[config.mk]
export PLATFORM = sky130hd
export DESIGN_NAME = act_lut_interpolator
export DESIGN_NICKNAME = d
export VERILOG_FILES = /design/src/rtl/act_lut_pkg.sv /design/src/rtl/act_lut_interpolator.sv
export SDC_FILE = /design/constraint.sdc
export NUM_CORES = 1
export LEC_CHECK = 0
export CORE_UTILIZATION = 40
export CTS_CLUSTER_SIZE = 14
export DETAILED_ROUTE_END_ITERATION = 12
export GPL_ROUTABILITY_DRIVEN = 0
export HOLD_SLACK_MARGIN = 0.15
export PLACE_DENSITY_LB_ADDON = 0.05
export SYNTH_ARGS = -nofsm -noshare
export SYNTH_HDL_FRONTEND = slang
export SYNTH_SLANG_ARGS = --single-unit
[constraint.sdc]
create_clock -name clk -period 5.9 [get_ports clk]
set_input_delay 0.885 -clock clk [delete_from_list [all_inputs] [get_ports clk]]
set_output_delay 0.885 -clock clk [all_outputs]
set_load 0.03 [all_outputs]
[src/rtl/act_lut_pkg.sv]
// Shared constants, sample type and saturation helper for the activation LUT path.
//   DATA_W : signed sample / LUT entry / output width
//   ADDR_W : LUT address width
//   FRAC_W : interpolation fraction width (low bits of the sample)
//   sat_data() clamps a widened sum back to the signed sample range.
package act_lut_pkg;

    localparam int unsigned DATA_W = 8;
    localparam int unsigned ADDR_W = 4;
    localparam int unsigned FRAC_W = DATA_W - ADDR_W;

    // diff (DATA_W+1) times zero-extended frac (FRAC_W+1) as a signed product.
    localparam int unsigned PROD_W = DATA_W + FRAC_W + 1;
    // base + (prod >>> FRAC_W) needs two guard bits above the sample width.
    localparam int unsigned SUM_W  = DATA_W + 2;

    typedef logic signed [DATA_W-1:0] sample_t;

    localparam sample_t DATA_MAX = {1'b0, {(DATA_W-1){1'b1}}};
    localparam sample_t DATA_MIN = {1'b1, {(DATA_W-1){1'b0}}};

    // The sum fits when every bit from the sample sign bit upwards agrees.
    function automatic sample_t sat_data(input logic signed [SUM_W-1:0] sum);
        sample_t res;
        if (!sum[SUM_W-1] && (sum[SUM_W-2:DATA_W-1] != '0)) begin
            res = DATA_MAX;
        end else if (sum[SUM_W-1] && (sum[SUM_W-2:DATA_W-1] != '1)) begin
            res = DATA_MIN;
        end else begin
            res = sum[DATA_W-1:0];
        end
        return res;
    endfunction

endpackage

[src/rtl/act_lut_interpolator.sv]
// Three-stage piecewise-linear interpolator in front of an external combinational LUT.
//   clk, rst            : clock (rising edge), asynchronous active-low reset
//   in_valid/in_ready   : input handshake, in_data is the signed sample
//   lut_address         : upper sample bits from stage 1, to the LUT block
//   lut_base/lut_next   : combinational LUT return for lut_address
//   out_valid/out_ready : output handshake, out_data is the saturated result
//   busy                : any stage holds a valid sample
module act_lut_interpolator
    import act_lut_pkg::*;
(
    input  logic                     clk,
    input  logic                     rst,
    input  logic                     in_valid,
    output logic                     in_ready,
    input  logic signed [DATA_W-1:0] in_data,
    output logic        [ADDR_W-1:0] lut_address,
    input  logic signed [DATA_W-1:0] lut_base,
    input  logic signed [DATA_W-1:0] lut_next,
    output logic                     out_valid,
    input  logic                     out_ready,
    output logic signed [DATA_W-1:0] out_data,
    output logic                     busy
);

    // Stage 1: raw sample
    sample_t s1_x_q, s1_x_d;
    logic    s1_v_q, s1_v_d;

    // Stage 2: LUT operands and fraction
    sample_t                   base_q, base_d;
    logic signed [DATA_W:0]    diff_q, diff_d;
    logic        [FRAC_W-1:0]  frac_q, frac_d;
    logic                      s2_v_q, s2_v_d;

    // Stage 3: result
    sample_t out_q, out_d;
    logic    out_v_q, out_v_d;

    logic                     stall;
    logic signed [PROD_W-1:0] diff_ext;
    logic signed [PROD_W-1:0] frac_ext;
    logic signed [PROD_W-1:0] prod;
    logic signed [PROD_W-1:0] prod_shr;
    logic signed [SUM_W-1:0]  sum;

    always_comb begin
        stall    = out_v_q & ~out_ready;

        diff_ext = {{(PROD_W-DATA_W-1){diff_q[DATA_W]}}, diff_q};
        frac_ext = $signed({{(PROD_W-FRAC_W){1'b0}}, frac_q});
        prod     = diff_ext * frac_ext;
        // Arithmetic shift floors toward -inf; no rounding term by design.
        prod_shr = prod >>> FRAC_W;
        sum      = {{(SUM_W-DATA_W){base_q[DATA_W-1]}}, base_q} + prod_shr[SUM_W-1:0];

        s1_x_d  = s1_x_q;
        s1_v_d  = s1_v_q;
        base_d  = base_q;
        diff_d  = diff_q;
        frac_d  = frac_q;
        s2_v_d  = s2_v_q;
        out_d   = out_q;
        out_v_d = out_v_q;

        // One shared enable: the whole pipe advances or the whole pipe holds.
        if (!stall) begin
            s1_x_d  = in_data;
            s1_v_d  = in_valid;
            base_d  = lut_base;
            diff_d  = {lut_next[DATA_W-1], lut_next} - {lut_base[DATA_W-1], lut_base};
            frac_d  = s1_x_q[FRAC_W-1:0];
            s2_v_d  = s1_v_q;
            out_d   = sat_data(sum);
            out_v_d = s2_v_q;
        end
    end

    always_ff @(posedge clk or negedge rst) begin
        if (!rst) begin
            s1_x_q  <= '0;
            s1_v_q  <= 1'b0;
            base_q  <= '0;
            diff_q  <= '0;
            frac_q  <= '0;
            s2_v_q  <= 1'b0;
            out_q   <= '0;
            out_v_q <= 1'b0;
        end else begin
            s1_x_q  <= s1_x_d;
            s1_v_q  <= s1_v_d;
            base_q  <= base_d;
            diff_q  <= diff_d;
            frac_q  <= frac_d;
            s2_v_q  <= s2_v_d;
            out_q   <= out_d;
            out_v_q <= out_v_d;
        end
    end

    assign in_ready    = ~stall;
    assign lut_address = s1_x_q[DATA_W-1:FRAC_W];
    assign out_valid   = out_v_q;
    assign out_data    = out_q;
    assign busy        = s1_v_q | s2_v_q | out_v_q;

endmodule

* After elaboration in Yosys (flattened, before gate mapping)
Cells that the tools add are included.
** Word-level totals
- Output and inout bits :: 15
- Word-level logic and storage cells :: 23
- Register bits :: 40
- Input bits :: 28
** Operators by class
- Reduce and logical (&&, ||, !) cells :: 4
- Bitwise operators :: 5
- Mux-type cells :: 2
- Add/subtract/negate cells :: 2
- Equality and inequality tests :: 1
- Multiply operators :: 1
** Operators by type and width (number)
- 2-to-1 mux 8 bit :: 2
- multiplier 9 x 5 -> 13 bit :: 1
- adder 8 x 9 -> 10 bit :: 1
- subtractor 8 x 8 -> 9 bit :: 1
- logical AND 1 bit :: 2
- inequality test 2 bit (second input constant) :: 1
- inverter 1 bit :: 2
- bitwise OR 1 bit :: 2
- nonzero test 2 bit :: 1
- bitwise AND 1 bit :: 1
- logical NOT 1 bit :: 1

* Logic depth before layout (Yosys ltp)
Gate-level depths: netlist of the first run.
- Word-level depth :: 6
- Mapped depth :: 22
- Mapped depth without buffers :: 20

* Worst setup path after synthesis of the first run
No wires, ideal clock.
- Kind :: register to register
- Start :: reg frac_q[2]
- End :: reg out_q[2], in the netlist out_data[2]
- Setup time :: 103 ps
- Stages on the path, launching flop included :: 21
- Required time :: 5797 ps
- Path buffers :: 0
- Setup slack :: 1209 ps
- Arrival time :: 4587 ps
- Period minus slack after synthesis :: 4691 ps
- Cell sequence :: dfrtp_1 and2_1 ha_1 fa_1 inv_1 fa_1 inv_1 ha_1 nand4_1 o211ai_1 o211ai_1 nand2b_1 a21oi_1 xnor2_1 ha_1 o21a_1 o21a_2 o22ai_2 xnor2_2 a21oi_1 o41ai_2
** On the way
- Word-level cells in the longest chain between the ends :: 6
- Elaborated cells on any way between the ends :: 9
- Those cells by class :: add/sub: 1; mul: 1; eq/ne: 1; mux: 2; reduce/logical: 4
** Ends and longest elaborated chain
- start: declaration :: RTL line act_lut_interpolator.sv:32 : logic [FRAC_W-1:0] frac_q, frac_d;
- start signal: assignment :: RTL line act_lut_interpolator.sv:93 : frac_q <= frac_d;
- multiplier 9 x 5 -> 13 bit (*) :: RTL line act_lut_interpolator.sv:51 : prod = diff_ext * frac_ext;
- adder 8 x 9 -> 10 bit (*) :: RTL line act_lut_interpolator.sv:54 : sum = {{(SUM_W-DATA_W){base_q[DATA_W-1]}}, base_q} + prod_shr[SUM_W-1:0];
- inequality test 2 bit :: RTL line act_lut_pkg.sv:27 : end else if (sum[SUM_W-1] && (sum[SUM_W-2:DATA_W-1] != '1)) begin
- logical AND 1 bit :: RTL line act_lut_pkg.sv:27
- 2-to-1 mux 8 bit :: RTL line act_lut_pkg.sv:27
- 2-to-1 mux 8 bit (*) :: RTL line act_lut_pkg.sv:25 : if (!sum[SUM_W-1] && (sum[SUM_W-2:DATA_W-1] != '0)) begin
- end signal: assignment :: RTL line act_lut_interpolator.sv:95 : out_q <= out_d;
- end: declaration :: RTL line act_lut_interpolator.sv:36 : sample_t out_q, out_d;
Every way passes the cells marked *; elsewhere a longest branch is shown, timed or not.
A chain may end at the register's enable or synchronous reset.

* Worst setup path in the final report of the first run
Ends and elaborated chain as after synthesis.

==> results of run 1 <==
-- metrics by stage --
stage | utilization (%) | hold slack, ns
2_1_floorplan | - | 0.4386
3_3_place_gp | 46.96 | 0.4516
3_5_place_dp | 46.96 | 0.4588
4_1_cts | 48.34 | 0.4778
5_1_grt | 48.34 | 0.5178
6_report | 48.34 | 0.4739
-- flip-flops by register name, summed over array words and instances (netlist names) --
name,count
base_q,8
s1_x_q,8
out_data,8
out_valid,1
frac_q,4
s2_v_q,1
diff_q,9
s1_v_q,1
-- cell families (layout without fill, tap and decap cells) --
kind of cell | Yosys count | after routing | share of synthesized area, %
flops | 40 | 40 | 27.43
xor+xnor | 17 | 17 | 4.287
buf+inv | 61 | 97 | 7.544
simple gates | 161 | 161 | 21.43
compound gates | 79 | 79 | 15.84
fa+ha+maj | 57 | 57 | 23.46
-- tightest hold or removal path, cell delays in order, from the launching register on --
cell,delay (ns)
dfrtp_1,0.35
nand2_1,0.05
nand2_1,0.05
-- final cells by class --
| cell class | instances | area share (%) |
|---|---|---|
| multi-input cells | 314 | 56.17 |
| well taps | 108 | 3.190 |
| clock inverters | 2 | 0.9155 |
| inverters | 45 | 3.987 |
| flip-flops and latches | 40 | 23.63 |
| clock buffers | 6 | 1.949 |
| repair buffers | 44 | 10.16 |
-- worst paths after layout --
| kind | end | slack (ns) | cells after the start |
|---|---|---|---|
| max | out_data[2] | 0.67 | 19 |
| min | s1_x_q[5] | 0.47 | 2 |
| max reg2reg | out_data[2] | 0.67 | 19 |
| min reg2reg | s1_x_q[5] | 0.47 | 2 |
| max in group asynchronous | diff_q[8] | 4.59 | 1 |
| min in group asynchronous | s1_x_q[2] | 0.72 | 1 |
-- synthesized netlist by cell type (all sizes together), types with 2 or more instances --
cell type | number | area, sq um
nand2 | 69 | 261.5
inv | 45 | 168.9
dfrtp | 40 | 1001
ha | 38 | 475.5
and2 | 27 | 168.9
nor2 | 25 | 93.84
fa | 19 | 380.4
o21ai | 19 | 98.85
a21oi | 17 | 85.08
a211oi | 11 | 102.6
xnor2 | 11 | 103.9
buf | 9 | 80.07
nor3 | 9 | 45.04
o21a | 9 | 68.82
clkbuf | 7 | 26.28
nor2b | 7 | 51.30
nand3 | 6 | 30.03
xor2 | 6 | 52.55
a21o | 4 | 30.03
o211ai | 4 | 30.03
o31ai | 4 | 30.03
nand3b | 3 | 22.52
nor3b | 3 | 22.52
nand2b | 2 | 12.51
nand4 | 2 | 12.51
nor4 | 2 | 18.77
o21bai | 2 | 15.01
or3 | 2 | 12.51
or4 | 2 | 15.01
-- layer usage --
metal  up-vias  part of all wire (%)  wire length, um
met3         8                   2.6              206
li1       1451                     -                -
met5         -                     0                0
met2        46                    46             3610
met1      1320                    50             3946
met4         0                   1.2               92
==> flow_summary.json, run 1 <==
{
  "finClkSkew_ns": 0.006402,
  "ys_dominant_reg_cell": "dfrtp_1",
  "hold_buffers": 0,
  "synth_cell_types": 50,
  "post_cts_resize_count": 0,
  "dp_cells": 551,
  "die_y_um": 97.51,
  "yosys_warnings": 0,
  "multi_input_area_sq_um": 2380,
  "crit_family": "adder cells",
  "layout_commonest_cell": "nand2_1",
  "crit_required_ns": 6.10,
  "grt_usage_pct": 18.17,
  "drc_errors": 0,
  "critical_path_peak_fanout": 10,
  "numCtsBuffers": 5,
  "rsz0062_at_grt": "no",
  "cpPeakStageDelay_ns": 0.54,
  "worstHoldStart": "s1_x_q[5]",
  "clk_latency_ns": 0.30,
  "area_delta_synth_final_pct": 16.12,
  "synth_seq_cells": 40,
  "cts_tree": "yes",
  "vias_per_cell": 5.054,
  "critPathKind": "reg -> reg",
  "post_cts_buffers": 0,
  "outcome": "finished, final reports clean",
  "initial_utilization_pct": 41.63,
  "grt_util_met2_pct": 28.73,
  "fin_crit_sh_pct": 88.58,
  "cp_common_cell": "ha_1",
  "ioPinCount": 43,
  "met3_usage_pct": 2.662,
  "cp.arrival_ns": 5.43,
  "syn-num-nets": 500,
  "drt_pass1_iterations": 5,
  "period_minus_slack_ns": 5.226,
  "post_dp_cell_area_sq_um": 4115,
  "fin_tns_setup_ns": 0,
  "reg2reg_from": "frac_q[2]",
  "finalNetCount": 535,
  "regArea_sq_um": 1001,
  "clk_pin_slew_ns": 0.09,
  "port_buffers": 42,
  "wire_per_inst_um": 14.05,
  "fmax_mhz": 191.3,
  "gr-total-overflow": 0,
  "antenna_found_initial": 0,
  "vias": 2825,
  "drive_gt1_share_pct": 5.987,
  "synth-seq-area-share_pct": 27.43,
  "crit_start": "frac_q[2]",
  "die_x_um": 97.51,
  "final_area_sq_um": 4237,
  "grt_pass1_vias": 2820,
  "critPathBufInv": 2,
  "tightestPinTransition_ns": 0.9438,
  "syn_inst": 415,
  "synth_edf_count": 0,
  "start_kind": "register",
  "worstPathCellList": "and2_1, ha_1, fa_1, inv_1, fa_1, inv_1, ha_1, nand4_1, o211ai_1, o211ai_1, nand2b_1, xor2_1, ha_1, o21a_1, o21a_2, o22ai_2, xnor2_2, a21oi_1, o41ai_2",
  "n_fill_cell": 851,
  "syn-mean-instance-area_sq_um": 8.792,
  "end_kind": "register",
  "setup_ws_ns": 0.6738,
  "hold_violations": 0,
  "min_path_type": "reg -> reg",
  "drtIter0Drc": 109,
  "setup-violations-final": 0,
  "wl_um": 7855,
  "ys_async_sr_fraction_pct": 100.0,
  "final_cell_mix": "nand2_1, inv_1, clkdlybuf4s50_1",
  "drv_slew": 0,
  "core_sq_um": 8763,
  "fin_cells": 559,
  "fp-row-count": 34,
  "busiest_layer": "met2",
  "syn_area_sq_um": 3648,
  "grt_max_degree": 55,
  "root_buffer": "clkbuf_8",
  "cts_num_sinks": 40,
  "htreeDepth": 2,
  "slowest_stage": "fa_1",
  "ant_nets": 0,
  "grt_util_met1_pct": 25.94,
  "die_area_sq_um": 9507,
  "grt_pass1_wl_um": 13810,
  "place_ws_ns": 0.7037,
  "hpwl_um": 6038,
  "clk_path_buf_depth": 2,
  "cap_violations": 0,
  "relSlewSlack_pct": 37.08,
  "antenna_cells": 0
}
Power of run 1 is left out: the tool's default activity adds up to more than one toggle a clock period on the data nets, which glitch-free logic cannot reach.
==> run 2, diff against run 1 <==
Settings changed: DONT_BUFFER_PORTS set to 1.
Clock period 5.9 ns to 6.55 ns, I/O delays scaled along.
==> flow_summary.json, run 2 (synthesis gave the netlist of run 1 again) <==
{
  "critical_path_peak_fanout": 13,
  "crit_start": "frac_q[2]",
  "fin_tns_setup_ns": 0,
  "rsz0062_at_grt": "no",
  "end_kind": "register",
  "regArea_sq_um": 1001,
  "gr-total-overflow": 0,
  "grt_util_met1_pct": 24.81,
  "grt_util_met2_pct": 28.89,
  "port_buffers": 0,
  "critPathBufInv": 2,
  "cts_num_sinks": 40,
  "finClkSkew_ns": 0.01186,
  "critPathKind": "reg -> reg",
  "drt_pass1_iterations": 4,
  "antenna_cells": 0,
  "cp_common_cell": "ha_1",
  "core_sq_um": 8763,
  "final_cell_mix": "nand2_1, inv_1, dfrtp_1",
  "drv_slew": 0,
  "period_minus_slack_ns": 5.233,
  "clk_latency_ns": 0.30,
  "crit_family": "adder cells",
  "post_cts_resize_count": 0,
  "grt_usage_pct": 17.80,
  "regMostFlops": "diff_q",
  "tightestPinTransition_ns": 0.5476,
  "area_delta_synth_final_pct": 4.732,
  "grt_max_degree": 56,
  "ant_nets": 0,
  "vias": 2632,
  "htreeDepth": 2,
  "fmax_mhz": 191.1,
  "ioPinCount": 43,
  "crit_required_ns": 6.75,
  "hold_buffers": 0,
  "initial_utilization_pct": 41.63,
  "reg2reg_from": "frac_q[2]",
  "die_area_sq_um": 9507,
  "multi_input_area_sq_um": 2380,
  "grt_pass1_wl_um": 13650,
  "busiest_layer": "met2",
  "clk_pin_slew_ns": 0.09,
  "cpPeakStageDelay_ns": 0.55,
  "met3_usage_pct": 3.094,
  "cp.arrival_ns": 5.44,
  "die_x_um": 97.51,
  "antenna_found_initial": 0,
  "cts_tree": "yes",
  "wl_um": 7833,
  "root_buffer": "clkbuf_8",
  "fin_crit_sh_pct": 79.89,
  "start_kind": "register",
  "numCtsBuffers": 5,
  "slowest_stage": "fa_1",
  "die_y_um": 97.51,
  "n_fill_cell": 894,
  "layout_commonest_cell": "nand2_1",
  "hpwl_um": 6031,
  "cap_violations": 0,
  "drc_errors": 0,
  "fp-row-count": 34,
  "final_area_sq_um": 3821,
  "grt_pass1_vias": 2673,
  "post_cts_buffers": 0,
  "wire_per_inst_um": 15.15,
  "drive_gt1_share_pct": 6.357,
  "worstPathCellList": "and2_1, ha_1, fa_1, inv_1, fa_1, inv_1, ha_1, nand4_1, o211ai_1, o211ai_1, nand2b_1, a21oi_1, xnor2_1, ha_1, o21a_1, o21a_2, nand2_1, a31oi_4, a21oi_1, o41ai_2",
  "relSlewSlack_pct": 63.50,
  "outcome": "finished, final reports clean",
  "finalNetCount": 493,
  "holdWs_ns": 0.3724,
  "clk_path_buf_depth": 2,
  "setup-violations-final": 0,
  "hold_violations": 0,
  "min_path_type": "in -> async",
  "largest_register_ffs": 9,
  "vias_per_cell": 5.091,
  "post_dp_cell_area_sq_um": 3700,
  "drtIter0Drc": 104
}
run 2: changes by cell type in the layout (fill, tap and decap cells not counted):
cell / before / now
buf_2: 1 / 0
clkdlybuf4s50_1: 41 / 0
run 2: routing by layer:
| metal | wire (um) | share of wire (%) |
|---|---|---|
| met1 | 3910 | 50 |
| met2 | 3667 | 47 |
| met3 | 203 | 2.6 |
| met4 | 51 | 0.65 |
| met5 | 0 | 0 |
run 2: final timing paths:
kind / cells after the start / to / slack [ns]
worst max-delay path: 20 / out_data[2] / 1.32
worst min-delay path: 0 / base_q[6] / 0.37
worst max register to register: 20 / out_data[2] / 1.32
worst min register to register: 2 / s1_x_q[1] / 0.49
max in group asynchronous: 0 / base_q[4] / 6.09
min in group clk: 2 / s1_x_q[1] / 0.49
run 2: cell type report:
class | instances | area share [%]
sequential | 40 | 26.20
clock buffer | 6 | 2.161
inverter | 45 | 4.420
clock inverter | 2 | 1.015
timing repair buffer | 2 | 0.3929
tap | 108 | 3.536
multi-input combinational | 314 | 62.28
run 2: stage by stage:
step,worst slack (ns),cells,utilization (%)
floorplan,1.859,415,-
global placement,1.423,509,42.22
detailed placement,1.310,509,42.22
CTS,1.292,517,43.60
global route,0.9003,517,43.60
finish,1.317,517,43.60
Power of run 2 is left out for the same reason.
==> run 3, diff against run 2 <==
Clock period 6.55 ns to 5.4 ns, I/O delays scaled along.
==> flow_summary.json, run 3 (synthesis gave the netlist of run 1 again) <==
{
  "outcome": "finished, final reports clean",
  "numCtsBuffers": 5,
  "hold_buffers": 0,
  "gr-total-overflow": 0,
  "min_path_type": "in -> async",
  "drt_pass1_iterations": 4,
  "grt_pass1_wl_um": 13590,
  "die_x_um": 97.51,
  "layout_commonest_cell": "nand2_1",
  "regMostFlops": "diff_q",
  "end_kind": "register",
  "largest_register_ffs": 9,
  "slowest_stage": "fa_1",
  "critPathBufInv": 4,
  "clk_pin_slew_ns": 0.09,
  "worstPathCellList": "and2_1, ha_1, fa_1, inv_1, fa_1, inv_1, ha_1, nand4_1, o211ai_1, buf_4, o211ai_1, nand2b_1, a21oi_2, xnor2_1, ha_1, o21a_1, o21a_2, o22ai_4, xnor2_4, buf_4, o21ai_1, a211oi_1",
  "setup-violations-final": 0,
  "antenna_found_initial": 0,
  "cap_violations": 0,
  "drc_errors": 0,
  "vias_per_cell": 5.114,
  "htreeDepth": 2,
  "hpwl_um": 5998,
  "relSlewSlack_pct": 62.36,
  "fin_tns_setup_ns": 0,
  "clk_latency_ns": 0.30,
  "grt_usage_pct": 17.67,
  "antenna_cells": 0,
  "vias": 2690,
  "die_area_sq_um": 9507,
  "crit_family": "adder cells",
  "period_minus_slack_ns": 5.090,
  "grt_pass1_vias": 2696,
  "drive_gt1_share_pct": 9.569,
  "ioPinCount": 43,
  "fin_cells": 526,
  "die_y_um": 97.51,
  "fmax_mhz": 196.4,
  "setup_ws_ns": 0.3096,
  "wire_per_inst_um": 14.95,
  "crit_required_ns": 5.62,
  "cts_num_sinks": 40,
  "port_buffers": 0,
  "cts_tree": "yes",
  "tightestPinTransition_ns": 0.5646,
  "cp.arrival_ns": 5.31,
  "fin_crit_sh_pct": 94.27,
  "final_cell_mix": "nand2_1, inv_1, ha_1, dfrtp_1, and2_1",
  "cpPeakStageDelay_ns": 0.54,
  "rsz0062_at_grt": "no",
  "clk_path_buf_depth": 2,
  "wl_um": 7866,
  "cp_common_cell": "ha_1",
  "finClkSkew_ns": 0.01092,
  "finalNetCount": 502,
  "ant_nets": 0,
  "critPathKind": "reg -> reg",
  "hold_violations": 0,
  "fp-row-count": 34,
  "core_sq_um": 8763,
  "start_kind": "register",
  "drv_slew": 0,
  "place_ws_ns": 0.1795,
  "root_buffer": "clkbuf_8",
  "grt_max_degree": 56,
  "area_delta_synth_final_pct": 7.613,
  "critical_path_peak_fanout": 8,
  "initial_utilization_pct": 41.63,
  "drtIter0Drc": 94,
  "dp_cells": 510
}
run 3: changes by cell type in the layout (fill, tap and decap cells not counted), sizes merged:
cell / previous run / this run
buf: 2 / 11
run 3: path summary, 6_finish.rpt:
kind,start,slack [ns],endpoint,cells after the start
min,rst,0.20,base_q[5],0
max reg2reg,diff_q[3],0.31,out_data[6],22
min reg2reg,s1_x_q[1],0.48,s1_x_q[1],2
max,diff_q[3],0.31,out_data[6],22
max in group asynchronous,rst,5.11,diff_q[6],0
min in group clk,s1_x_q[1],0.48,s1_x_q[1],2
run 3: layer usage:
metal | GRT usage, % | share of wire [%]
met5 | 0 | 0
met4 | 3.733 | 0.67
met3 | 2.878 | 2.3
met2 | 27.22 | 46
met1 | 26.04 | 51
run 3: metrics by stage:
| step | hold WS, ns | cell area (sq um) | utilization [%] |
|---|---|---|---|
| 3_5_place_dp | 0.4564 | 3707 | 42.30 |
| 6_report | 0.1964 | 3926 | 44.80 |
| 2_1_floorplan | 0.4386 | 3649 | - |
| 4_1_cts | 0.1813 | 3829 | 43.69 |
| 5_1_grt | 0.1753 | 3926 | 44.80 |
| 3_3_place_gp | 0.4516 | 3707 | 42.30 |
run 3: layout make-up:
type                            count  area (sq um)
Clock buffer                        6         82.58
Clock inverter                      2         38.79
Fill cell                         881          4837
Inverter                           45         168.9
Multi-Input combinational cell    314          2415
Sequential cell                    40          1003
Tap cell                          108         135.1
Timing Repair Buffer               11         82.58
run 3: timing repair:
action	CTS	global route
resized for setup	0	7
setup buffers	0	8
endpoints found under the setup margin	0	7
Power of run 3 is left out for the same reason.
